`src/rtl/varredura_display.sv`:
```
// Time-multiplexed driver for common-anode 7-segment digits: one shared hex
// decoder scanned round-robin, with a guard gap per slot and double-buffered values.

module display (
    input  logic [3:0] i_hex,
    output logic [6:0] o_seg
);
    // Active-low, gfedcba order
    always_comb begin
        case (i_hex)
            4'h0:    o_seg = 7'b1000000;
            4'h1:    o_seg = 7'b1111001;
            4'h2:    o_seg = 7'b0100100;
            4'h3:    o_seg = 7'b0110000;
            4'h4:    o_seg = 7'b0011001;
            4'h5:    o_seg = 7'b0010010;
            4'h6:    o_seg = 7'b0000010;
            4'h7:    o_seg = 7'b1111000;
            4'h8:    o_seg = 7'b0000000;
            4'h9:    o_seg = 7'b0011000;
            4'hA:    o_seg = 7'b0001000;
            4'hB:    o_seg = 7'b0000011;
            4'hC:    o_seg = 7'b1000110;
            4'hD:    o_seg = 7'b0100001;
            4'hE:    o_seg = 7'b0000110;
            default: o_seg = 7'b0001110;
        endcase
    end
endmodule

module varredura_display #(
    parameter int NUM_DIGITOS   = 4,
    parameter int DIV_VARREDURA = 50000,
    parameter int GUARDA        = 500
) (
    input  logic                     clock,
    input  logic                     reset,
    input  logic [4*NUM_DIGITOS-1:0] valor,
    input  logic                     carregar,
    input  logic                     apagar_zeros,
    output logic [6:0]               segmentos,
    output logic [NUM_DIGITOS-1:0]   digito_en,
    output logic                     atualizado,
    output logic                     o_estado
);
    localparam int CONT_W = $clog2(DIV_VARREDURA);
    localparam int IDX_W  = $clog2(NUM_DIGITOS);
    localparam logic [CONT_W-1:0] C_FIM_GUARDA = CONT_W'(GUARDA - 1);
    localparam logic [CONT_W-1:0] C_FIM_SLOT   = CONT_W'(DIV_VARREDURA - 1);
    localparam logic [IDX_W-1:0]  C_IDX_ULT    = IDX_W'(NUM_DIGITOS - 1);

    typedef enum logic [0:0] {GUARDA_ST, MOSTRA} estado_t;

    estado_t                   r_estado;
    logic [CONT_W-1:0]         r_cont;
    logic [IDX_W-1:0]          r_indice;
    logic [4*NUM_DIGITOS-1:0]  r_sombra;
    logic [4*NUM_DIGITOS-1:0]  r_ativo;
    logic                      r_apaga_ativo;
    logic [6:0]                r_segmentos;
    logic [NUM_DIGITOS-1:0]    r_digito_en;
    logic                      r_atualizado;

    logic [3:0]                w_nibble;
    logic                      w_resto_zero;
    logic                      w_apaga;
    logic [6:0]                w_seg_dec;
    logic [6:0]                w_seg_lit;
    logic [NUM_DIGITOS-1:0]    w_en_lit;

    // Select the current nibble and check whether it and all higher nibbles are zero
    always_comb begin
        w_nibble     = 4'h0;
        w_resto_zero = 1'b1;
        w_en_lit     = '1;
        for (int i = 0; i < NUM_DIGITOS; i++) begin
            if (IDX_W'(i) == r_indice) begin
                w_nibble    = r_ativo[4*i +: 4];
                w_en_lit[i] = 1'b0;
            end
            if (IDX_W'(i) >= r_indice && r_ativo[4*i +: 4] != 4'h0)
                w_resto_zero = 1'b0;
        end
    end

    display u_display (
        .i_hex (w_nibble),
        .o_seg (w_seg_dec)
    );

    assign w_apaga   = r_apaga_ativo && (r_indice != '0) && w_resto_zero;
    assign w_seg_lit = w_apaga ? 7'b1111111 : w_seg_dec;

    // Outputs are loaded on the same edge as the state change, so they track the FSM exactly
    always_ff @(posedge clock) begin
        if (reset) begin
            r_estado      <= GUARDA_ST;
            r_cont        <= '0;
            r_indice      <= '0;
            r_sombra      <= '0;
            r_ativo       <= '0;
            r_apaga_ativo <= 1'b0;
            r_segmentos   <= 7'b1111111;
            r_digito_en   <= '1;
            r_atualizado  <= 1'b0;
        end else begin
            r_atualizado <= 1'b0;
            if (carregar)
                r_sombra <= valor;
            case (r_estado)
                GUARDA_ST: begin
                    r_cont <= r_cont + CONT_W'(1);
                    if (r_cont == C_FIM_GUARDA) begin
                        r_estado    <= MOSTRA;
                        r_segmentos <= w_seg_lit;
                        r_digito_en <= w_en_lit;
                    end
                end
                MOSTRA: begin
                    if (r_cont == C_FIM_SLOT) begin
                        r_cont      <= '0;
                        r_estado    <= GUARDA_ST;
                        r_segmentos <= 7'b1111111;
                        r_digito_en <= '1;
                        // Frame boundary: the only place the active copy changes
                        if (r_indice == C_IDX_ULT) begin
                            r_indice      <= '0;
                            r_ativo       <= r_sombra;
                            r_apaga_ativo <= apagar_zeros;
                            r_atualizado  <= (r_sombra != r_ativo);
                        end else begin
                            r_indice <= r_indice + IDX_W'(1);
                        end
                    end else begin
                        r_cont <= r_cont + CONT_W'(1);
                    end
                end
                default: r_estado <= GUARDA_ST;
            endcase
        end
    end

    assign segmentos  = r_segmentos;
    assign digito_en  = r_digito_en;
    assign atualizado = r_atualizado;
    assign o_estado   = (r_estado == MOSTRA);
endmodule

```
`config.mk`:
```
export PLATFORM = sky130hd
export DESIGN_NAME = varredura_display
export DESIGN_NICKNAME = d
export VERILOG_FILES = /design/src/rtl/varredura_display.sv
export SDC_FILE = /design/constraint.sdc
export NUM_CORES = 1
export LEC_CHECK = 0
export CORE_ASPECT_RATIO = 0.7
export CORE_UTILIZATION = 25
export DETAILED_ROUTE_END_ITERATION = 8
export SLEW_MARGIN = 20
export SYNTH_ARGS = -nofsm -noshare
export SYNTH_HDL_FRONTEND = slang
export SYNTH_SLANG_ARGS = --single-unit
```
`constraint.sdc`:
```
create_clock -name clock -period 3.7 [get_ports clock]
set_input_delay 1.11 -clock clock [delete_from_list [all_inputs] [get_ports clock]]
set_output_delay 1.11 -clock clock [all_outputs]
set_load 0.05 [all_outputs]
```
==> results.cfg <==
[grt]
grt_pass1_vias = 2276
grt.total_usage = 0.1164
grt_overflow = 0
grt_antenna_before_repair = 0
grt_max_degree = 34
grt_pass1_wl_um = 11230

[power_and_ir_drop]
p_int_w = 0.001262
p_seq_frac = 0.441
leakagePower_nw = 1.671
powerDensity_mw_per_mm2 = 421.1
peakVddDrop_v = 0.0002544
p_comb_frac = 0.044
switching_share = 0.2241
netSwitchingPower_w = 0.0003644
clkPwrFrac = 0.515

[sta]
setup_viol = 0
tns_ns = 0
grt_setup_unrepaired = no
post-route-min-period_ns = 2.776
fin_skew_ns = 0.008026
worstMarginPinSlew_ns = 0.7352
maxSlewViolCount = 0
max_slew_margin = 0.5099
hold_viol = 0
max_freq_ghz = 0.3602
finalCritPeriodShare = 0.7503

[min_path]
hp-class = flop to flop
whs_path_depth = 1
min_to = r_cont[0]$_SDFF_PP0_
hp-start = r_cont[0]$_SDFF_PP0_

[layout]
fillers = 1236
area_delta_synth_final_pct = 24.39
nNetsFinal = 405
n_antenna_cell = 0
drive_gt1_frac = 0.05820
finalNonFillerCells = 535

[synth]
synth_cells = 343
synth_area_leader_cell = dfxtp_1
synth_edf_count = 0
synth_flop_cell = dfxtp_1
avgSynthCellArea_um2 = 9.050
synth_most_common_cell = dfxtp_1
synthTopCellsByArea = dfxtp_1 (41%), mux2i_1 (11%), nor2_1 (7.4%)
yosys_warnings = 0
yosys.area_share.simple = 0.2318
synth_top_family_by_area = simple AND/OR/NAND/NOR gates
synthXorXnorAreaFrac = 0.08464
synth_compound_area_frac = 0.07658
ys_top_cells_by_count = dfxtp_1 (64), nor2_1 (61), mux2i_1 (34)
synth_fa_ha_area_frac = 0.04837
syn_nets = 375
ys_seq_area_frac = 0.4127
synthMuxAreaShare = 0.1096
synth_top_area_frac = 0.4127
synthArstFlopShare = 0
netlist_area_mm2 = 0.003104
synthDistinctLibCells = 42
synth_seq_cells = 64

[die]
initial_utilization = 0.2610
io_pins = 33
fp-row-count = 33
core-area_mm2 = 0.01189
die-height_um = 95.23
die_w_um = 135.2
dieArea_mm2 = 0.01287

[clock_network]
worstSkewPairLatency_ns = 0.34
postCtsHoldBufs = 0
clockBufferDepth = 2
cts_tree = built
cts_setup_buffers = 0
cts_resized = 0
root_buffer = clkbuf_16
clkTransAtPathRegs_ns = 0.06
cts_sinks = 64
htree_levels = 3
cts_buffers = 9

[place]
dp_hpwl_um = 5152
numPlacedInstances = 519
io_buffers = 32
gp_congestion = 0.7701

[drt]
wl_per_cell_um = 13.07
ant_nets = 0
avgViaCountPerCell = 4.521
via_count = 2419
finalWirelength_um = 6993
first_iter_violations = 179
drc = 0
first_pass_iters = 4

[critical_path]
reg2reg_depth = 9
worst-path-buf-inv = 1
start_kind = flop
crit_type = flop to output pin
slowest_delay_ns = 0.86
path_delay_family = buffers and inverters
ff2ff_setup_slack_ns = 1.30
crit_chain = clkdlybuf4s50_1
crit_arrival_ns = 1.67
crit_required_ns = 2.59
regToRegEndpoint = segmentos[3]$_SDFFE_PP1P_
worstPathMaxFanout = 8
r2r-start = r_indice[1]$_SDFFE_PP0N_
cp-end-kind = output pin
cp_slowest_cell = clkdlybuf4s50_1

[outcome]
outcome = finished clean

[flow_run]
cap_violations = 0
==> worst reg2reg max path, stage by stage (launching register included) <==
cell and delay, ns:
dfxtp_1 0.42, inv_1 0.12, ha_1 0.31, nand3b_1 0.21
a221o_1 0.41, inv_1 0.14, ha_1 0.24, nand2_1 0.08
a32o_1 0.26, a31oi_1 0.14
==> through the flow <==
stage / area [µm²] / worst slack [ns] / util / hold slack, ns / total power (W)
2_1_floorplan: 3104 / 1.401 / - / 0.4295 / 0.0007692
3_3_place_gp: 3565 / 1.084 / 0.2998 / 0.4408 / 0.0008009
3_5_place_dp: 3565 / 1.066 / 0.2998 / 0.4563 / 0.0008027
4_1_cts: 3861 / 0.9043 / 0.3247 / 0.4692 / 0.001648
5_1_grt: 3861 / 0.8736 / 0.3247 / 0.4882 / 0.001686
6_report: 3861 / 0.9240 / 0.3247 / 0.4625 / 0.001626
==> placed cells by master (no fill, tap or decap), types with 2 or more instances in the layout <==
master            n
a21oi_1           8
a22oi_1           2
a311o_1           2
a31oi_1           5
and2_1            8
and3_1            4
and4_1            2
buf_4             3
clkbuf_16         9
clkdlybuf4s50_1  32
clkinv_2          2
clkinvlp_4        3
dfxtp_1          64
ha_1             12
inv_1             9
mux2i_1          34
nand2_1          17
nand2b_1          2
nand3_1           3
nand3b_1          3
nand4_1           6
nor2_1           61
nor2b_1           5
nor3_1           15
nor3b_1           3
nor4_1            8
o211ai_1          5
o21ai_0           6
xnor2_1           8
xor2_1           22
==> logic make-up (layout without fill, tap and decap cells) <==
logic type	after synthesis	after routing
AO/OA/AOI/OAI	35	35
buffers and inverters	25	60
adder cells (fa/ha/maj)	12	12
AND/OR/NAND/NOR	143	143
XOR/XNOR	30	30
flip-flops	64	64
multiplexers	34	34
==> power groups by stage <==
stage	clock network (W)	logic [W]	registers (W)
global placement	0	0.0000703	0.000731
floorplan	0	0.0000423	0.000727
CTS	0.000860	0.0000720	0.000716
detailed placement	0	0.0000715	0.000731
finish	0.000838	0.0000715	0.000716
global route	0.000890	0.0000786	0.000717
==> registers in the layout, indices dropped and copies added (netlist names) <==
name and cells:
r_apaga_ativo 1, digito_en 4, r_sombra 16, o_estado 1, r_indice 2, atualizado 1, r_ativo 16, segmentos 7
r_cont 16
==> area by class of cell <==
| cell class | count | area (µm²) | share of cell area |
|---|---|---|---|
| Tap cell | 157 | 196.4 | 0.05087 |
| Inverter | 9 | 33.78 | 0.008749 |
| Sequential cell | 64 | 1281 | 0.3318 |
| Multi-Input combinational cell | 254 | 1710 | 0.4430 |
| Clock buffer | 9 | 225.2 | 0.05833 |
| Clock inverter | 7 | 71.32 | 0.01847 |
| Timing Repair Buffer | 35 | 342.8 | 0.08879 |
==> worst max-delay path by stage <==
stage	endpoint	start	slack [ns]	depth (start not counted)
floorplan	r_sombra[6]$_SDFFE_PP0P_	carregar	1.40	4
global placement	segmentos[4]$_SDFFE_PP1P_	reset	1.08	4
detailed placement	segmentos[5]$_SDFFE_PP1P_	reset	1.07	4
CTS	o_estado	o_estado$_SDFF_PP0_	0.90	1
global route	o_estado	o_estado$_SDFF_PP0_	0.87	1
finish	o_estado	o_estado$_SDFF_PP0_	0.92	1
==> routing by layer <==
layer  vias up  GRT usage  part of all wire
met4         0    0.05899             0.019
li1       1244          -                 -
met2        38     0.1662              0.42
met5         -          0                 0
met1      1127     0.1554              0.53
met3        10    0.03828             0.039
Note: power is estimated with default switching activity, not from simulation.
==> RTL edit 1 (same flow settings) <==
Change the parameter `NUM_DIGITOS` from 4 to 2.
--- a/src/rtl/varredura_display.sv
+++ b/src/rtl/varredura_display.sv
@@ -29,7 +29,7 @@
 endmodule
 
 module varredura_display #(
-    parameter int NUM_DIGITOS   = 4,
+    parameter int NUM_DIGITOS   = 2,
     parameter int DIV_VARREDURA = 50000,
     parameter int GUARDA        = 500
 ) (
Interface: changed (resized digito_en and valor); port bits go from 33 to 23. No check against the original RTL was run, so the function may have changed too.
==> RTL edit 1 against the unedited design <==
- synthesized area down 22%
- total power decreased by 36%
- setup slack improved by 110 ps
- non-clock buffer count is 11 lower
- largest cell class unchanged
- cell area shrank 25%
- register-to-register slack worse by 160 ps
- routed wire length is 19% lower
- sequential cell count fell by 19
==> RTL edit 1: results (changes against the unedited design) <==
area of the multi-input gates 1410 µm² (-18%); DR vias/cell 4.99 (+10%); met1 wire length 3080 µm (-16%); distinct cell type count after synthesis 52 (+24%); Inverters 6 (-3); Buffers excl. clock 24 (-31%); Max FO, Critical Path 6 (-2); VDD IR max 0.191 mV (-25%); biggest regs r_cont x16, r_ativo x8, r_sombra x8; layout cell share with drive strength beyond 1 9.12% (+3.3 points); status finished clean; Post-synth top cells 45 x dfxtp_1, 27 x nor2_1, 22 x a21oi_1; DPL Wire Length 4170 µm (-19%); layout clock buffer count 5 (-4); Detailed Route Iter0 Violations 105 (-41%); Nets 303 (-25%); Syn Nets 290 (-23%); ClkCell Share 5.56% (-2.1 points); buffer share of cell area 8.17% (-0.71 points); Met2 Wirelength 2360 µm (-19%); H-Tree Depth 2 (-1); R2R depth 6 (-3); via count of the first global-routing pass 1931 (-15%); Area contributors post-synth dfxtp_1 37%, mux2i_1 6.2%, xor2_1 5.1%; Slew Limit Headroom 34.9% (-16 points); Final Skew 8.31 ps (+0.284 ps); sequential-to-total area share from yosys stat 37.4% (-3.9 points); Hold Path Stages 2 (+1); Total GRT Usage 12.0% (+0.38 points); Worst EP arrival 1560 ps (-110 ps); worst skew pair latency 280 ps (-60 ps); Filler cells 977 (-21%); multi-input gates 203 (-20%)
RTL edit 1: power breakdown:
group / switching [mW] / internal [mW]
clock: 0.175 / 0.313
combinational: 0.0202 / 0.0232
sequential: 0.00840 / 0.492
total: 0.204 / 0.829
RTL edit 1: worst paths after layout:
path,endpoint,slack [ps],start
worst max-delay path,o_estado,1030,o_estado$_SDFF_PP0_
worst min-delay path,r_apaga_ativo$_SDFFE_PP0P_,460,r_apaga_ativo$_SDFFE_PP0P_
worst max register to register,segmentos[6]$_SDFFE_PP1P_,1140,r_indice$_SDFFE_PP0P_
worst min register to register,r_apaga_ativo$_SDFFE_PP0P_,460,r_apaga_ativo$_SDFFE_PP0P_
RTL edit 1: logic make-up (layout without fill, tap and decap cells):
logic type | count (synthesis) | in the layout | share of synthesized area [%]
flops | 45 | 45 | 37.4
xor+xnor | 19 | 19 | 6.91
compound gates | 65 | 65 | 18.8
buf+inv | 24 | 37 | 4.26
mux | 16 | 16 | 6.70
fa+ha+maj | 6 | 6 | 3.12
simple gates | 97 | 97 | 22.8
RTL edit 1: worst reg2reg max path, cell delays in order, from the launching register on:
cell and delay [ps]:
dfxtp_1 680, mux2i_1 540, inv_1 140, ha_1 280, a21boi_0 160, a2111oi_0 490
mux2i_1 130
RTL edit 1: metrics by stage:
stage	area, µm²	total power, mW	worst slack (ps)	hold slack, ps	std cells
final	2880	1.03	1030	462	409
after global routing	2880	1.07	899	489	409
after CTS	2880	1.04	1040	466	409
after detailed placement	2720	0.555	1200	457	402
after global placement	2720	0.555	1290	450	402
after floorplan	2410	0.536	1710	437	272
RTL edit 1: layer usage:
layer,up-vias,track usage (%)
met4,0,2.84
met3,4,2.73
met5,-,0
met1,979,17.6
met2,28,17.7
li1,1028,-
==> RTL edit 2 (config.mk and constraints unchanged) <==
Without the edit above. Put a register stage on the output `o_estado`. The value now appears one clock later. The other outputs are not delayed to match.
--- a/src/rtl/varredura_display.sv
+++ b/src/rtl/varredura_display.sv
@@ -143,6 +143,8 @@
     assign segmentos  = r_segmentos;
     assign digito_en  = r_digito_en;
     assign atualizado = r_atualizado;
-    assign o_estado   = (r_estado == MOSTRA);
+    always_ff @(posedge clock) begin
+        o_estado <= (r_estado == MOSTRA);
+    end
 endmodule
 
Formal check against the unedited RTL: no difference found for any inputs over 10 cycles, from zero or initial values and one cycle with reset high; that may be too few to reach the edited logic, so the function may still have changed.
==> RTL edit 2 against the unedited design <==
- setup slack better by 160 ps
- total power increased by 2.4%
- clock skew decreased by 1.2 ps
- synthesized area up 0.64%
- cell area is 0.81% higher
- register-to-register slack about the same
- die area is 0.63% higher
- sequential cell count up 1
- routed wire length shrank 3.6%
- combinational power fell by 0.6%
==> RTL edit 2: results (changes against the unedited design) <==
status finished clean; DRT Pass-1 Iters 4 (unchanged); biggest regs r_ativo x16, r_cont x16, r_sombra x16; Worst EP arrival 1510 ps (-160 ps); Syn Nets 376 (+0.27%); Total GRT Usage 11.5% (-0.096 points); reg-to-reg startpoint r_indice[0]$_SDFFE_PP0N_; initial antenna violation count 0 (unchanged); Nets 406 (+0.25%); Yosys warning count 0 (unchanged); Post-synth top cells 65 x dfxtp_1, 61 x nor2_1, 34 x mux2i_1; R2R depth 9 (unchanged); first-pass GRT wire length 11300 µm (+0.49%); Worst Setup SP segmentos[5]$_SDFFE_PP1P_; dpl ws 967 ps (-98.5 ps); CTS buffer count 9 (unchanged); Filler cells 1210 (-2.1%); Worst-path clk slew 50 ps; Worst-Margin Slew 748 ps (+12.8 ps); via count 2414 (-0.21%); Final GP Congestion 0.776 (+0.73%); Final Skew 6.84 ps (-1.19 ps); leakage dissipation 1.69 nW (+1.1%); r2r endpoint segmentos[4]$_SDFFE_PP1P_; Avg WL per Cell 12.6 µm (-3.8%); VDD IR max 0.204 mV (-20%); slack of the critical path 1080 ps (+159 ps); Worst Hold Class flip-flop to flip-flop; worst skew pair latency 330 ps; distinct cell type count after synthesis 42 (unchanged); CP peak stage delay 820 ps (-40 ps); sequential-to-total area share from yosys stat 41.6% (+0.38 points); Post-synth ARST share 0% (unchanged); H-Tree Depth 3 (unchanged); Primary FF master, synth dfxtp_1; via count of the first global-routing pass 2299 (+1.0%); diodes inserted 0 (unchanged); DPL Wire Length 4970 µm (-3.6%); Area contributors post-synth dfxtp_1 42%, mux2i_1 11%, nor2_1 7.3%; Detailed Route Iter0 Violations 91 (-49%); CP delay by family, top buffers and inverters; Hold Path Origin r_estado$_SDFF_PP0_; layout cell share with drive strength beyond 1 5.54% (-0.28 points); Critical path destination segmentos[5]; largest net degree at the start of global routing 34 (unchanged); Post-CTS Resized 0 (unchanged); reg-to-reg slack, setup 1300 ps (about the same); setup bufs post-CTS 0 (unchanged); Max FO, Critical Path 2 (-6); Root Buffer clkbuf_16; I/O Buffers 32 (unchanged)
==> RTL edit 2: cell count changes in the layout (fill, tap and decap cells not counted), sizes merged <==
| cell | change |
|---|---|
| clkbuf | +3 |
| clkinvlp | -2 |
| dfxtp | +1 |
| inv | -1 |
==> RTL edit 2: cell families (layout without fill, tap and decap cells) <==
kind of cell | Yosys count | after routing | synth area share, %
adder cells (fa/ha/maj) | 12 | 12 | 4.81
flip-flops | 65 | 65 | 41.7
multiplexers | 34 | 34 | 10.9
buffers and inverters | 25 | 60 | 3.60
AO/OA/AOI/OAI | 35 | 35 | 7.61
XOR/XNOR | 30 | 30 | 8.41
AND/OR/NAND/NOR | 143 | 143 | 23.0
==> RTL edit 2: power by group <==
| group | internal (mW) | switching, mW | total (mW) |
|---|---|---|---|
| logic | 0.0387 | 0.0324 | 0.0711 |
| clock network | 0.558 | 0.308 | 0.866 |
| registers | 0.714 | 0.0133 | 0.727 |
| total | 1.31 | 0.354 | 1.66 |
==> RTL edit 2: worst min path at each step <==
stage | to | slack, ps | cells past startpoint
after floorplan | o_estado$_DFF_P_ | 410 | 0
after global placement | r_cont[0]$_SDFF_PP0_ | 450 | 1
after detailed placement | r_cont[0]$_SDFF_PP0_ | 460 | 1
after CTS | r_cont[0]$_SDFF_PP0_ | 480 | 1
after global routing | r_cont[0]$_SDFF_PP0_ | 510 | 1
final | o_estado$_DFF_P_ | 470 | 0
==> RTL edit 2: metrics by stage <==
stage          hold slack, ps  cell area (µm²)  std cells
4_1_cts                   477             3890        536
3_5_place_dp              464             3580        520
6_report                  470             3890        536
2_1_floorplan             408             3120        344
5_1_grt                   505             3890        536
3_3_place_gp              448             3580        520
==> RTL edit 2: area by class of cell <==
type                    instances  area share (%)
multi-input cells             254            43.9
flip-flops and latches         65            33.4
well taps                     157            5.05
repair buffers                 35            8.81
clock inverters                 4            1.32
clock buffers                  12            6.59
inverters                       9           0.868
==> RTL edit 2: routing by layer <==
| layer | global-route usage (%) | share of wire (%) | vias up |
|---|---|---|---|
| met5 | 0 | 0 | - |
| met4 | 5.81 | 1.8 | 0 |
| met1 | 15.4 | 53 | 1105 |
| met3 | 4.04 | 4.4 | 13 |
| met2 | 16.2 | 41 | 40 |
| li1 | - | - | 1256 |
